### src/rtl/peripheral_mpram_wb_pkg.sv
// Shared types and constants for the multi-port RAM Wishbone initiator.
// Cycle-type, burst-type codes and the initiator FSM state encoding.
package peripheral_mpram_wb_pkg;

  localparam logic [2:0] CTI_CLASSIC = 3'b000;
  localparam logic [2:0] CTI_INCR    = 3'b010;
  localparam logic [2:0] CTI_EOB     = 3'b111;

  localparam logic [1:0] BTE_LINEAR  = 2'b00;

  typedef enum logic [1:0] {
    IDLE,
    XFER,
    DRAIN,
    RESP
  } state_e;

endpackage

### src/rtl/peripheral_mpram_wb_watchdog.sv
// Counts consecutive strobe cycles without a slave response.
// Expires on the TIMEOUT-th such cycle; TIMEOUT of 0 never expires.
module peripheral_mpram_wb_watchdog #(
  parameter int TIMEOUT = 255
) (
  input  logic clk,
  input  logic rst_n,
  input  logic clr,
  input  logic en,
  output logic expire
);

  localparam int W = (TIMEOUT > 0) ? $clog2(TIMEOUT + 1) : 1;
  localparam logic [W-1:0] LAST = W'(TIMEOUT - 1);

  logic [W-1:0] cnt_q, cnt_d;

  assign expire = (TIMEOUT != 0) && en && (cnt_q == LAST);

  always_comb begin
    cnt_d = cnt_q;
    if (clr) begin
      cnt_d = '0;
    end else if (en && !expire) begin
      cnt_d = cnt_q + 1'b1;
    end
  end

  always_ff @(posedge clk or negedge rst_n) begin
    if (!rst_n) begin
      cnt_q <= '0;
    end else begin
      cnt_q <= cnt_d;
    end
  end

endmodule

### src/rtl/peripheral_mpram_wb_initiator.sv
// Wishbone B4 initiator: turns a command/data stream into single or
// incrementing-burst cycles on one port of the multi-port RAM.
module peripheral_mpram_wb_initiator
  import peripheral_mpram_wb_pkg::*;
#(
  parameter int DW      = 32,
  parameter int AW      = 8,
  parameter int MAX_LEN = 16,
  parameter int TIMEOUT = 255,
  localparam int LW     = $clog2(MAX_LEN) + 1
) (
  input  logic          HCLK,
  input  logic          HRESETn,
  input  logic          cmd_valid,
  output logic          cmd_ready,
  input  logic          cmd_we,
  input  logic [AW-1:0] cmd_adr,
  input  logic [LW-1:0] cmd_len,
  input  logic [DW/8-1:0] cmd_sel,
  input  logic          wdat_valid,
  output logic          wdat_ready,
  input  logic [DW-1:0] wdat,
  output logic          rdat_valid,
  input  logic          rdat_ready,
  output logic [DW-1:0] rdat,
  output logic          done,
  output logic          done_err,
  output logic [AW-1:0] wb_adr_o,
  output logic [DW-1:0] wb_dat_o,
  output logic [DW/8-1:0] wb_sel_o,
  output logic          wb_we_o,
  output logic [1:0]    wb_bte_o,
  output logic [2:0]    wb_cti_o,
  output logic          wb_cyc_o,
  output logic          wb_stb_o,
  input  logic          wb_ack_i,
  input  logic          wb_err_i,
  input  logic [DW-1:0] wb_dat_i
);

  state_e state_q, state_d;
  logic [AW-1:0] adr_q, adr_d;
  logic [DW-1:0] dat_q, dat_d;
  logic [DW/8-1:0] sel_q, sel_d;
  logic [LW-1:0] beats_q, beats_d;
  logic [DW-1:0] rdat_q, rdat_d;
  logic [2:0] cti_q, cti_d;
  logic we_q, we_d;
  logic burst_q, burst_d;
  logic cyc_q, cyc_d;
  logic stb_q, stb_d;
  logic err_q, err_d;
  logic rvld_q, rvld_d;
  logic rdy_q, rdy_d;
  logic done_q, done_d;
  logic derr_q, derr_d;
  logic [LW-1:0] len_eff;
  logic ack, fail, wd_exp, last;

  peripheral_mpram_wb_watchdog #(
    .TIMEOUT(TIMEOUT)
  ) u_wd (
    .clk   (HCLK),
    .rst_n (HRESETn),
    .clr   (!stb_q || wb_ack_i || wb_err_i),
    .en    (stb_q),
    .expire(wd_exp)
  );

  // err takes priority over a coincident ack
  assign fail    = stb_q && (wb_err_i || wd_exp);
  assign ack     = stb_q && wb_ack_i && !wb_err_i;
  assign last    = (beats_q == LW'(1));
  assign len_eff = (cmd_len == '0) ? LW'(1) : cmd_len;

  always_comb begin
    state_d    = state_q;
    adr_d      = adr_q;
    dat_d      = dat_q;
    sel_d      = sel_q;
    beats_d    = beats_q;
    rdat_d     = rdat_q;
    cti_d      = cti_q;
    we_d       = we_q;
    burst_d    = burst_q;
    cyc_d      = cyc_q;
    stb_d      = stb_q;
    err_d      = err_q;
    rvld_d     = rvld_q && !rdat_ready;
    wdat_ready = 1'b0;
    unique case (state_q)
      IDLE: begin
        if (cmd_valid && rdy_q) begin
          we_d    = cmd_we;
          adr_d   = cmd_adr;
          sel_d   = cmd_sel;
          beats_d = len_eff;
          burst_d = (len_eff != LW'(1));
          cyc_d   = 1'b1;
          err_d   = 1'b0;
          state_d = XFER;
        end
      end
      XFER: begin
        if (fail) begin
          cyc_d   = 1'b0;
          stb_d   = 1'b0;
          err_d   = 1'b1;
          beats_d = beats_q - 1'b1;
          state_d = (we_q && !last) ? DRAIN : RESP;
        end else if (ack) begin
          stb_d   = 1'b0;
          adr_d   = adr_q + 1'b1;
          beats_d = beats_q - 1'b1;
          if (!we_q) begin
            rdat_d = wb_dat_i;
            rvld_d = 1'b1;
          end
          if (last) begin
            cyc_d   = 1'b0;
            state_d = RESP;
          end
        end else if (!stb_q) begin
          if (we_q && wdat_valid) begin
            wdat_ready = 1'b1;
            dat_d      = wdat;
            stb_d      = 1'b1;
          end else if (!we_q && (!rvld_q || rdat_ready)) begin
            stb_d = 1'b1;
          end
          if (!burst_q)  cti_d = CTI_CLASSIC;
          else if (last) cti_d = CTI_EOB;
          else           cti_d = CTI_INCR;
        end
      end
      DRAIN: begin
        wdat_ready = 1'b1;
        if (wdat_valid) begin
          beats_d = beats_q - 1'b1;
          if (last) state_d = RESP;
        end
      end
      RESP: begin
        state_d = IDLE;
      end
      default: state_d = IDLE;
    endcase
    rdy_d  = (state_d == IDLE);
    done_d = (state_d == RESP);
    derr_d = (state_d == RESP) && err_d;
  end

  always_ff @(posedge HCLK or negedge HRESETn) begin
    if (!HRESETn) begin
      state_q <= IDLE;
      adr_q   <= '0;
      dat_q   <= '0;
      sel_q   <= '0;
      beats_q <= '0;
      rdat_q  <= '0;
      cti_q   <= CTI_CLASSIC;
      we_q    <= 1'b0;
      burst_q <= 1'b0;
      cyc_q   <= 1'b0;
      stb_q   <= 1'b0;
      err_q   <= 1'b0;
      rvld_q  <= 1'b0;
      rdy_q   <= 1'b0;
      done_q  <= 1'b0;
      derr_q  <= 1'b0;
    end else begin
      state_q <= state_d;
      adr_q   <= adr_d;
      dat_q   <= dat_d;
      sel_q   <= sel_d;
      beats_q <= beats_d;
      rdat_q  <= rdat_d;
      cti_q   <= cti_d;
      we_q    <= we_d;
      burst_q <= burst_d;
      cyc_q   <= cyc_d;
      stb_q   <= stb_d;
      err_q   <= err_d;
      rvld_q  <= rvld_d;
      rdy_q   <= rdy_d;
      done_q  <= done_d;
      derr_q  <= derr_d;
    end
  end

  assign cmd_ready  = rdy_q;
  assign rdat_valid = rvld_q;
  assign rdat       = rdat_q;
  assign done       = done_q;
  assign done_err   = derr_q;
  assign wb_adr_o   = adr_q;
  assign wb_dat_o   = dat_q;
  assign wb_sel_o   = sel_q;
  assign wb_we_o    = we_q;
  assign wb_bte_o   = BTE_LINEAR;
  assign wb_cti_o   = cti_q;
  assign wb_cyc_o   = cyc_q;
  assign wb_stb_o   = stb_q;

endmodule
### config.mk
export PLATFORM = sky130hd
export DESIGN_NAME = peripheral_mpram_wb_initiator
export DESIGN_NICKNAME = d
export VERILOG_FILES = /design/src/rtl/peripheral_mpram_wb_pkg.sv /design/src/rtl/peripheral_mpram_wb_watchdog.sv /design/src/rtl/peripheral_mpram_wb_initiator.sv
export SDC_FILE = /design/constraint.sdc
export NUM_CORES = 1
export LEC_CHECK = 0
export CAP_MARGIN = 25
export CORE_MARGIN = 2
export CORE_UTILIZATION = 44
export CTS_CLUSTER_DIAMETER = 120
export CTS_CLUSTER_SIZE = 30
export DETAILED_ROUTE_END_ITERATION = 8
export PLACE_DENSITY_LB_ADDON = 0.3
export SYNTH_ARGS = -nofsm -noshare
export SYNTH_HDL_FRONTEND = slang
export SYNTH_HIERARCHICAL = 1
export SYNTH_SLANG_ARGS = --single-unit
export TNS_END_PERCENT = 30
### constraint.sdc
create_clock -name HCLK -period 2.5 [get_ports HCLK]
set_input_delay 0.375 -clock HCLK [delete_from_list [all_inputs] [get_ports HCLK]]
set_output_delay 0.375 -clock HCLK [all_outputs]
set_load 0.1 [all_outputs]
==> impl_metrics.csv <==
group,metric,value,unit
status,status,"finished clean",
placement,placed_cell_area,6410,um^2
yosys,yosysMostFrequentCell,"dfrtp_1",
worst_setup_path,arrival,2.63,ns
placement,io_buffers,175,
yosys,synth-edff-count,0,
yosys,syn_area_per_cell,12.2,um^2
yosys,syn_inst,389,
drt,vias_per_cell,5.24,
drt,wire_per_inst,16.8,um
global_routing,antenna_found_initial,0,
clock_tree,cts_buffers,9,
yosys,synth-warning-count,6,
yosys,async_reset_ff_frac,1.00,
flow_run,maxCapViolCount,0,
drt,drt_iter0_markers,244,
placement,finalWeightedCongestion,0.838,
yosys,yosys.cell_types.count,67,
clock_tree,htree_levels,3,
clock_tree,clk_latency,0.38,ns
finish,n_fill_cell,824,
worst_hold_path,hp-class,"in -> async",
clock_tree,clock_path_buffers,2,
drt,wl_met3,772,um
finish,num_antenna_cells,0,
timing,tightest_slew,0.559,ns
clock_tree,cts_tree,"yes",
drt,wl,11900,um
yosys,synth_ff_type,"dfrtp_1",
timing,min_period,2.37,ns
floorplan,start_util,0.457,
timing,min_period_over_period,0.948,
global_routing,track_usage,0.207,
drt,ant_nets,0,
worst_setup_path,endpoint_kind,"flip-flop",
timing,rsz0062_at_grt,"false",
floorplan,die_w,108,um
yosys,ys_top_cells_by_count,"dfrtp_1, nand2_1, mux2_2",
drt,vias,3708,
floorplan,chipHeight,108,um
drt,top_layer_used,"met4",
finish,area_growth_syn_to_layout,40.2,%
global_routing,grt_max_degree,50,
worst_setup_path,worstPathRequired,2.76,ns
worst_setup_path,rrSetupSlack,0.13,ns
yosys,ys_seq_area_frac,0.539,
timing,tns,0,ns
worst_setup_path,worst-path-max-fanout,10,
floorplan,coreArea,10400,um^2
global_routing,grt_pass1_vias,3794,
timing,hold_violations,0,
worst_setup_path,crit_type,"reg -> reg",
timing,finalClockSkew,0.0218,ns
timing,slew_violations,0,
timing,relSlewSlack,0.625,
drt,drcViolationCount,0,
placement,post-dp-hpwl,9000,um
finish,fin_area,6640,um^2
yosys,ys_seq_elements,102,
global_routing,grt_overflow,0,
drt,firstDrtPassIters,5,
yosys,post-synth-top-area-cell,"dfrtp_1",
drt,wl_met1,4670,um
finish,drive_gt1_frac,0.305,
yosys,synth_area_leaders,"dfrtp_1, mux2_2, mux2_1",
timing,fmax,422,MHz
floorplan,dieArea,11600,um^2
yosys,syn_area,4740,um^2
finish,num-nets-final,663,
timing,setup_viol,0,
clock_tree,clkTransAtPathRegs,0.11,ns
worst_setup_path,cp-start-kind,"flip-flop",
floorplan,io_pins,178,
global_routing,grt_first_pass_wirelength,18800,um
yosys,synth.top_cell.area_share,0.539,
drt,wl_met2,6110,um
clock_tree,cts-root-buf,"clkbuf_8",
floorplan,num_rows,37,
clock_tree,cts_sinks,102,
timing,hold_ws,0.416,ns
==> per-stage QoR <==
stage,setup slack (ns),std cells,util
floorplan,0.170,390,-
global placement,0.292,690,0.619
detailed placement,0.211,690,0.619
CTS,0.00808,707,0.639
global route,0.00898,707,0.640
finish,0.130,707,0.640
==> layout make-up <==
cell class | instances | area, um^2 | area share
clock buffer | 10 | 138 | 0.0207
clock inverter | 6 | 62.6 | 0.00943
inverter | 10 | 37.5 | 0.00566
multi-input combinational | 260 | 2040 | 0.308
sequential | 102 | 2550 | 0.385
tap | 136 | 170 | 0.0256
timing repair buffer | 183 | 1630 | 0.246
==> metal layers <==
layer	vias up	track usage
met5	-	0
met4	0	0.0797
met3	22	0.0490
met2	154	0.359
met1	1775	0.248
li1	1757	-
==> flip-flops by register name, indices dropped and copies added, names as in the netlist, 2 cells and up <==
register	cells
wb_sel_o	4
wb_cti_o	2
wb_dat_o	32
beats_q	5
wb_adr_o	8
u_wd/cnt_q	8
state_q	2
rdat	32
==> what timing repair did <==
action	4_1_cts	5_1_grt
gates resized for setup	0	2
setup endpoints to repair	0	1
hold buffers	1	0
endpoints found under the hold margin	18	0
setup buffers	0	0
==> worst paths after layout <==
| kind | start | to | depth (start not counted) |
|---|---|---|---|
| min in group HCLK | burst_q | burst_q | 2 |
| setup / recovery | state_q[1] | beats_q[1] | 6 |
| hold / removal | HRESETn | wb_cyc_o | 2 |
| setup reg to reg | state_q[1] | beats_q[1] | 6 |
| max in group asynchronous | HRESETn | wb_stb_o | 3 |
| hold reg to reg | burst_q | burst_q | 2 |
==> logic make-up after synthesis <==
| logic type | after synthesis | share of synthesized area |
|---|---|---|
| and+or+nand+nor | 115 | 0.142 |
| DFF | 102 | 0.539 |
| muxes | 68 | 0.161 |
| AOI/OAI and AO/OA | 67 | 0.101 |
| buffers and inverters | 28 | 0.0354 |
| adders and majority gates | 8 | 0.0211 |
| other | 1 | 0.000792 |
==> cell usage in the layout (no fill, tap or decap), drive strengths merged, types with 13 or more instances in the layout <==
master,synthesis,layout
nand3,14,14
nand2,40,40
a21oi,14,14
buf,16,95
clkdlybuf4s50,0,87
dfrtp,102,102
inv,10,13
mux2,67,67
o21ai,14,14
==> critical path: stages (launching register included) <==
cell and delay [ns]:
dfrtp_1 0.43, inv_1 0.19, ha_1 0.41, a21boi_2 0.55, nor3_2 0.18, and2_1 0.26, o21ai_0 0.25
Power is not shown: default switching activity piles up to over one toggle a cycle in this logic, so the estimate is an artifact.
==> variant 1: new RTL, same settings <==
Make the reset (`HRESETn` and `rst_n`) synchronous in 2 clocked blocks.
--- a/src/rtl/peripheral_mpram_wb_watchdog.sv
+++ b/src/rtl/peripheral_mpram_wb_watchdog.sv
@@ -26,7 +26,7 @@
     end
   end
 
-  always_ff @(posedge clk or negedge rst_n) begin
+  always_ff @(posedge clk) begin
     if (!rst_n) begin
       cnt_q <= '0;
     end else begin
--- a/src/rtl/peripheral_mpram_wb_initiator.sv
+++ b/src/rtl/peripheral_mpram_wb_initiator.sv
@@ -150,7 +150,7 @@
     derr_d = (state_d == RESP) && err_d;
   end
 
-  always_ff @(posedge HCLK or negedge HRESETn) begin
+  always_ff @(posedge HCLK) begin
     if (!HRESETn) begin
       state_q <= IDLE;
       adr_q   <= '0;
Check against the original RTL: differs if HRESETn is asserted again (counterexample within 4 cycles, from zero or initial values and one cycle with HRESETn low); with HRESETn held inactive, the same outputs for 4 cycles.
==> variant 1 against the original RTL <==
  * Count of clock-buffer cells in the layout stayed put
  * Sequential cell count stayed put
  * Setup slack better by 0.021 ns
  * Final cell count is 19% higher
  * Area after synthesis is 7.6% lower
  * Design area is 5.0% lower
  * Routed wire length is 2.3% higher
  * Largest cell class is now multi-input gates
Power is left out: it rests on default switching activity, and per cell area and clock period it moved more than threefold.
==> variant 1: results (changes against the original RTL) <==
Worst hold path
  – Class of the tightest hold or removal check: reg2reg (was in2async)

Run status
  – Run status: completed (unchanged)

Detailed routing
  – Number of DRC markers in iteration 0: 231 (was 244)
  – Number of iterations in the first detailed-routing pass: 4 (was 5)
  – Vias: 4331 (was 3708)
  – Average wire per cell in the routed design: 14.4 µm (was 16.8 µm)

Layout
  – Number of nets at the end of the flow: 802 (was 663)
  – Share of final-layout standard cells stronger than drive strength 1: 19.4% (was 30.5%)

Synth
  – Async set-or-reset flop fraction in the synthesized netlist: 0% (was 100%)
  – Synth warn: 6 (unchanged)
  – Top post-synthesis cells by area: sky130_fd_sc_hd__dfxtp_1 (47%), sky130_fd_sc_hd__nand2_1 (14%), sky130_fd_sc_hd__a21oi_1 (9.4%) (was sky130_fd_sc_hd__dfrtp_1 (54%), sky130_fd_sc_hd__mux2_2 (8.8%), sky130_fd_sc_hd__mux2_1 (7.1%))
  – Commonest cells post-synth: sky130_fd_sc_hd__nand2_1 (158), sky130_fd_sc_hd__dfxtp_1 (102), sky130_fd_sc_hd__a21oi_1 (82) (was sky130_fd_sc_hd__dfrtp_1 (102), sky130_fd_sc_hd__nand2_1 (40), sky130_fd_sc_hd__mux2_2 (37))
  – Sequential cell area fraction in the yosys report: 46.7% (was 53.9%)
  – Unique masters post-synth: 58 (was 67)

Global route
  – Global router's overall resource usage: 22.2% (was 20.7%)
  – Met2 capacity usage during global routing: 38.2% (was 35.9%)
  – First-pass GRT wire length: 20200 µm (was 18800 µm)
  – GR Layer Usage met1: 27.5% (was 24.8%)

STA
  – Setup violations, final: 0 (unchanged)
  – Worst clock skew: 0.0151 ns (was 0.0218 ns)
  – Worst max-slew margin expressed relative to the limit: 59.2% (was 62.5%)

Placement
  – Placer congestion estimate: 0.827 (was 0.838)
  – Port bufs: 175 (unchanged)
  – Placement-stage worst setup slack: 0.103 ns (was 0.211 ns)
  – Area after detailed placement: 6090 µm² (was 6410 µm²)
  – HPWL reported at the end of detailed placement: 9060 µm (was 9000 µm)

CTS
  – Clk_lat worst skew: 0.35 ns (was 0.38 ns)
  – PostCTS Resize Cnt: 0 (unchanged)

Setup path
  – Peak fanout along the critical path: 6 (was 10)
  – CP Launch Point: u_wd/cnt_q[0] (was state_q[1])
  – Arrival time at the worst endpoint: 2.65 ns (was 2.63 ns)
variant 1: routing by layer:
| metal | vias to the layer above | share of wire (%) |
|---|---|---|
| met5 | - | 0 |
| met4 | 0 | 1.4 |
| met3 | 14 | 6.5 |
| met2 | 140 | 48 |
| met1 | 2013 | 44 |
| li1 | 2164 | - |
variant 1: worst paths after layout:
kind | end | slack (ns) | cells after the start
worst max register to register | cmd_ready | 0.15 | 8
worst min register to register | wb_dat_o[27] | 0.46 | 2
worst max-delay path | cmd_ready | 0.15 | 8
worst min-delay path | wb_dat_o[27] | 0.46 | 2
variant 1: logic make-up after synthesis:
logic type | Yosys count | share of synthesized area (%)
multiplexers | 6 | 1.40
flip-flops | 102 | 46.7
other | 1 | 0.0857
buffers and inverters | 48 | 5.23
adder cells (fa/ha/maj) | 8 | 2.29
XOR/XNOR | 1 | 0.200
AO/OA/AOI/OAI | 140 | 20.0
AND/OR/NAND/NOR | 233 | 24.1
variant 1: cell type report:
type	count	area [µm²]
well taps	133	166
clock inverters	6	76.3
multi-input cells	390	2120
fillers	870	3430
clock buffers	10	138
repair buffers	190	1710
inverters	12	45.0
flip-flops and latches	102	2040
variant 1: critical path, cell delays in order, from the launching register on:
cell	delay, ns
sky130_fd_sc_hd__dfxtp_1	0.40
sky130_fd_sc_hd__inv_1	0.08
sky130_fd_sc_hd__ha_1	0.22
sky130_fd_sc_hd__and3_1	0.20
sky130_fd_sc_hd__and3_2	0.25
sky130_fd_sc_hd__o311ai_0	0.43
sky130_fd_sc_hd__nor2_1	0.14
sky130_fd_sc_hd__a221oi_4	0.38
sky130_fd_sc_hd__and3_1	0.20
variant 1: stage by stage:
step,std cells,hold WS (ns)
after detailed placement,827,0.448
final,843,0.459
after global routing,843,0.481
after floorplan,540,0.442
after global placement,827,0.443
after CTS,843,0.462
==> variant 2: new RTL, same settings <==
Made on the original files. The parameter `AW` goes from 8 to 10.
--- a/src/rtl/peripheral_mpram_wb_initiator.sv
+++ b/src/rtl/peripheral_mpram_wb_initiator.sv
@@ -4,7 +4,7 @@
   import peripheral_mpram_wb_pkg::*;
 #(
   parameter int DW      = 32,
-  parameter int AW      = 8,
+  parameter int AW      = 10,
   parameter int MAX_LEN = 16,
   parameter int TIMEOUT = 255,
   localparam int LW     = $clog2(MAX_LEN) + 1
Interface: changed (resized cmd_adr and wb_adr_o); port bits go from 178 to 182. No check against the original RTL was run, so the function may have changed too.
==> variant 2 against the original RTL <==
  * Via count grew 3.9%
  * Area after synthesis rose by 6.0%
  * Design area rose by 6.1%
  * Highest routed layer unchanged
  * Setup slack lost 0.0022 ns
  * Final cell count increased by 3.1%
  * Critical path type unchanged
  * Routed wire length increased by 1.7%
  * Fmax about the same
  * Sequential cell count is 2 higher
  * Core utilization shrank 1.5 points
Power is left out: the tool's default activity adds up to more than one toggle a clock period on the data nets, which glitch-free logic cannot reach.
==> variant 2: results (changes against the original RTL) <==
Run status
  – Run status: completed (unchanged)

Detailed routing
  – Number of iterations in the first detailed-routing pass: 4 (was 5)
  – Vias: 3852 (was 3708)
  – Average wire per cell in the routed design: 16.6 µm (was 16.8 µm)
  – Number of DRC markers in iteration 0: 164 (was 244)

Global route
  – Initial antenna violation count: 0 (unchanged)
  – First-pass GRT wire length: 19700 µm (was 18800 µm)
  – Via count of the first global-routing pass: 3803 (was 3794)
  – Largest net degree at the start of global routing: 54 (was 50)
  – Global router's overall resource usage: 20.1% (was 20.7%)

Setup path
  – Worst Setup EP: rdat[23] (was beats_q[1])
  – FF-to-FF setup slack: 0.13 ns
  – Peak fanout along the critical path: 32 (was 10)
  – CP max stage delay: 0.47 ns (was 0.55 ns)
  – Critical-path cell with the highest stage delay: sky130_fd_sc_hd__or3_2 (was sky130_fd_sc_hd__a21boi_2)
  – Arrival time at the worst endpoint: 2.60 ns (was 2.63 ns)
  – Critical path class: reg2reg (unchanged)
  – Startpoint of the worst-slack reg-to-reg timing path: u_wd/cnt_q[1] (was state_q[1])
  – Critical path's top delay family: simple AND/OR/NAND/NOR gates (was compound AO/OA/AOI/OAI gates)
  – Crit Reg-Reg Endpoint: rdat[23] (was beats_q[1])
  – Number of cells traversed by the worst register-to-register path: 7 (was 6)

CTS
  – Clock buffer count from CTS: 9 (unchanged)
  – Number of H-tree levels: 3 (unchanged)
  – Clk_lat worst skew: 0.34 ns (was 0.38 ns)
  – Clock root cell: sky130_fd_sc_hd__clkbuf_16 (was sky130_fd_sc_hd__clkbuf_8)
  – Clock transition at the registers of the reported paths: 0.07 ns (was 0.11 ns)

Synth
  – Commonest cells post-synth: sky130_fd_sc_hd__dfrtp_1 (104), sky130_fd_sc_hd__mux2_2 (41), sky130_fd_sc_hd__mux2_4 (30) (was sky130_fd_sc_hd__dfrtp_1 (102), sky130_fd_sc_hd__nand2_1 (40), sky130_fd_sc_hd__mux2_2 (37))
  – Sequential cell area fraction in the yosys report: 51.8% (was 53.9%)
  – Unique masters post-synth: 71 (was 67)
  – Top post-synthesis cells by area: sky130_fd_sc_hd__dfrtp_1 (52%), sky130_fd_sc_hd__mux2_2 (9.2%), sky130_fd_sc_hd__mux2_4 (9.0%) (was sky130_fd_sc_hd__dfrtp_1 (54%), sky130_fd_sc_hd__mux2_2 (8.8%), sky130_fd_sc_hd__mux2_1 (7.1%))
  – Async set-or-reset flop fraction in the synthesized netlist: 100% (unchanged)

Layout
  – Share of final-layout standard cells stronger than drive strength 1: 36.7% (was 30.5%)
  – Number of antenna cells inserted: 0 (unchanged)
  – Number of nets at the end of the flow: 680 (was 663)
  – # fillers: 887 (was 824)
  – Growth of design area from synthesis to finish: 40.3% (was 40.2%)

Worst hold path
  – Class of the tightest hold or removal check: in2async (unchanged)

Placement
  – HPWL reported at the end of detailed placement: 9030 µm (was 9000 µm)
  – Placer congestion estimate: 0.831 (was 0.838)
  – Port bufs: 179 (was 175)

STA
  – Worst max-slew margin expressed relative to the limit: 54.7% (was 62.5%)
  – Worst clock skew: 0.00966 ns (was 0.0218 ns)
==> variant 2: cell count changes after synthesis, sizes merged, moves of 3 or more <==
cell	unedited run	this run
mux2	67	72
nand2	40	26
a21oi	14	18
nand3	14	11
nor3	8	11
mux2i	1	4
inv	10	13
==> variant 2: repair_timing <==
action / CTS / global route
setup endpoints to repair: 0 / 32
resized for setup: 0 / 0
buffers inserted: 0 / 1
==> variant 2: metrics by stage <==
stage	hold WS (ns)	cells	utilization, %	setup WS [ns]	instance area, µm²
floorplan	0.0794	398	-	0.0749	5040
CTS	0.00258	728	62.4	0.0669	7040
global route	0.0283	729	62.5	0.0218	7040
finish	0.000953	729	62.5	0.128	7040
global placement	0.375	712	59.8	0.153	6740
detailed placement	0.384	712	59.8	0.0830	6740
==> variant 2: cells by family after synthesis <==
group | after synthesis | synth area share (%)
other | 1 | 0.0747
muxes | 76 | 19.2
buffers and inverters | 33 | 4.41
DFF | 104 | 51.8
and+or+nand+nor | 99 | 11.6
adders and majority gates | 8 | 1.99
AOI/OAI and AO/OA | 76 | 10.9
==> variant 2: metal layers <==
metal / share of wire, % / track usage, % / vias up
met5: 0 / 0 / -
met2: 48 / 33.0 / 150
met3: 6.4 / 3.72 / 24
met1: 43 / 26.3 / 1853
li1: - / - / 1825
met4: 2.4 / 8.00 / 0
==> variant 2: final cells by class <==
| type | instances | share of cell area, % |
|---|---|---|
| flip-flops and latches | 104 | 37.0 |
| multi-input cells | 261 | 31.4 |
| repair buffers | 192 | 24.2 |
| clock buffers | 10 | 3.39 |
| well taps | 143 | 2.54 |
| clock inverters | 6 | 0.817 |
| inverters | 13 | 0.693 |
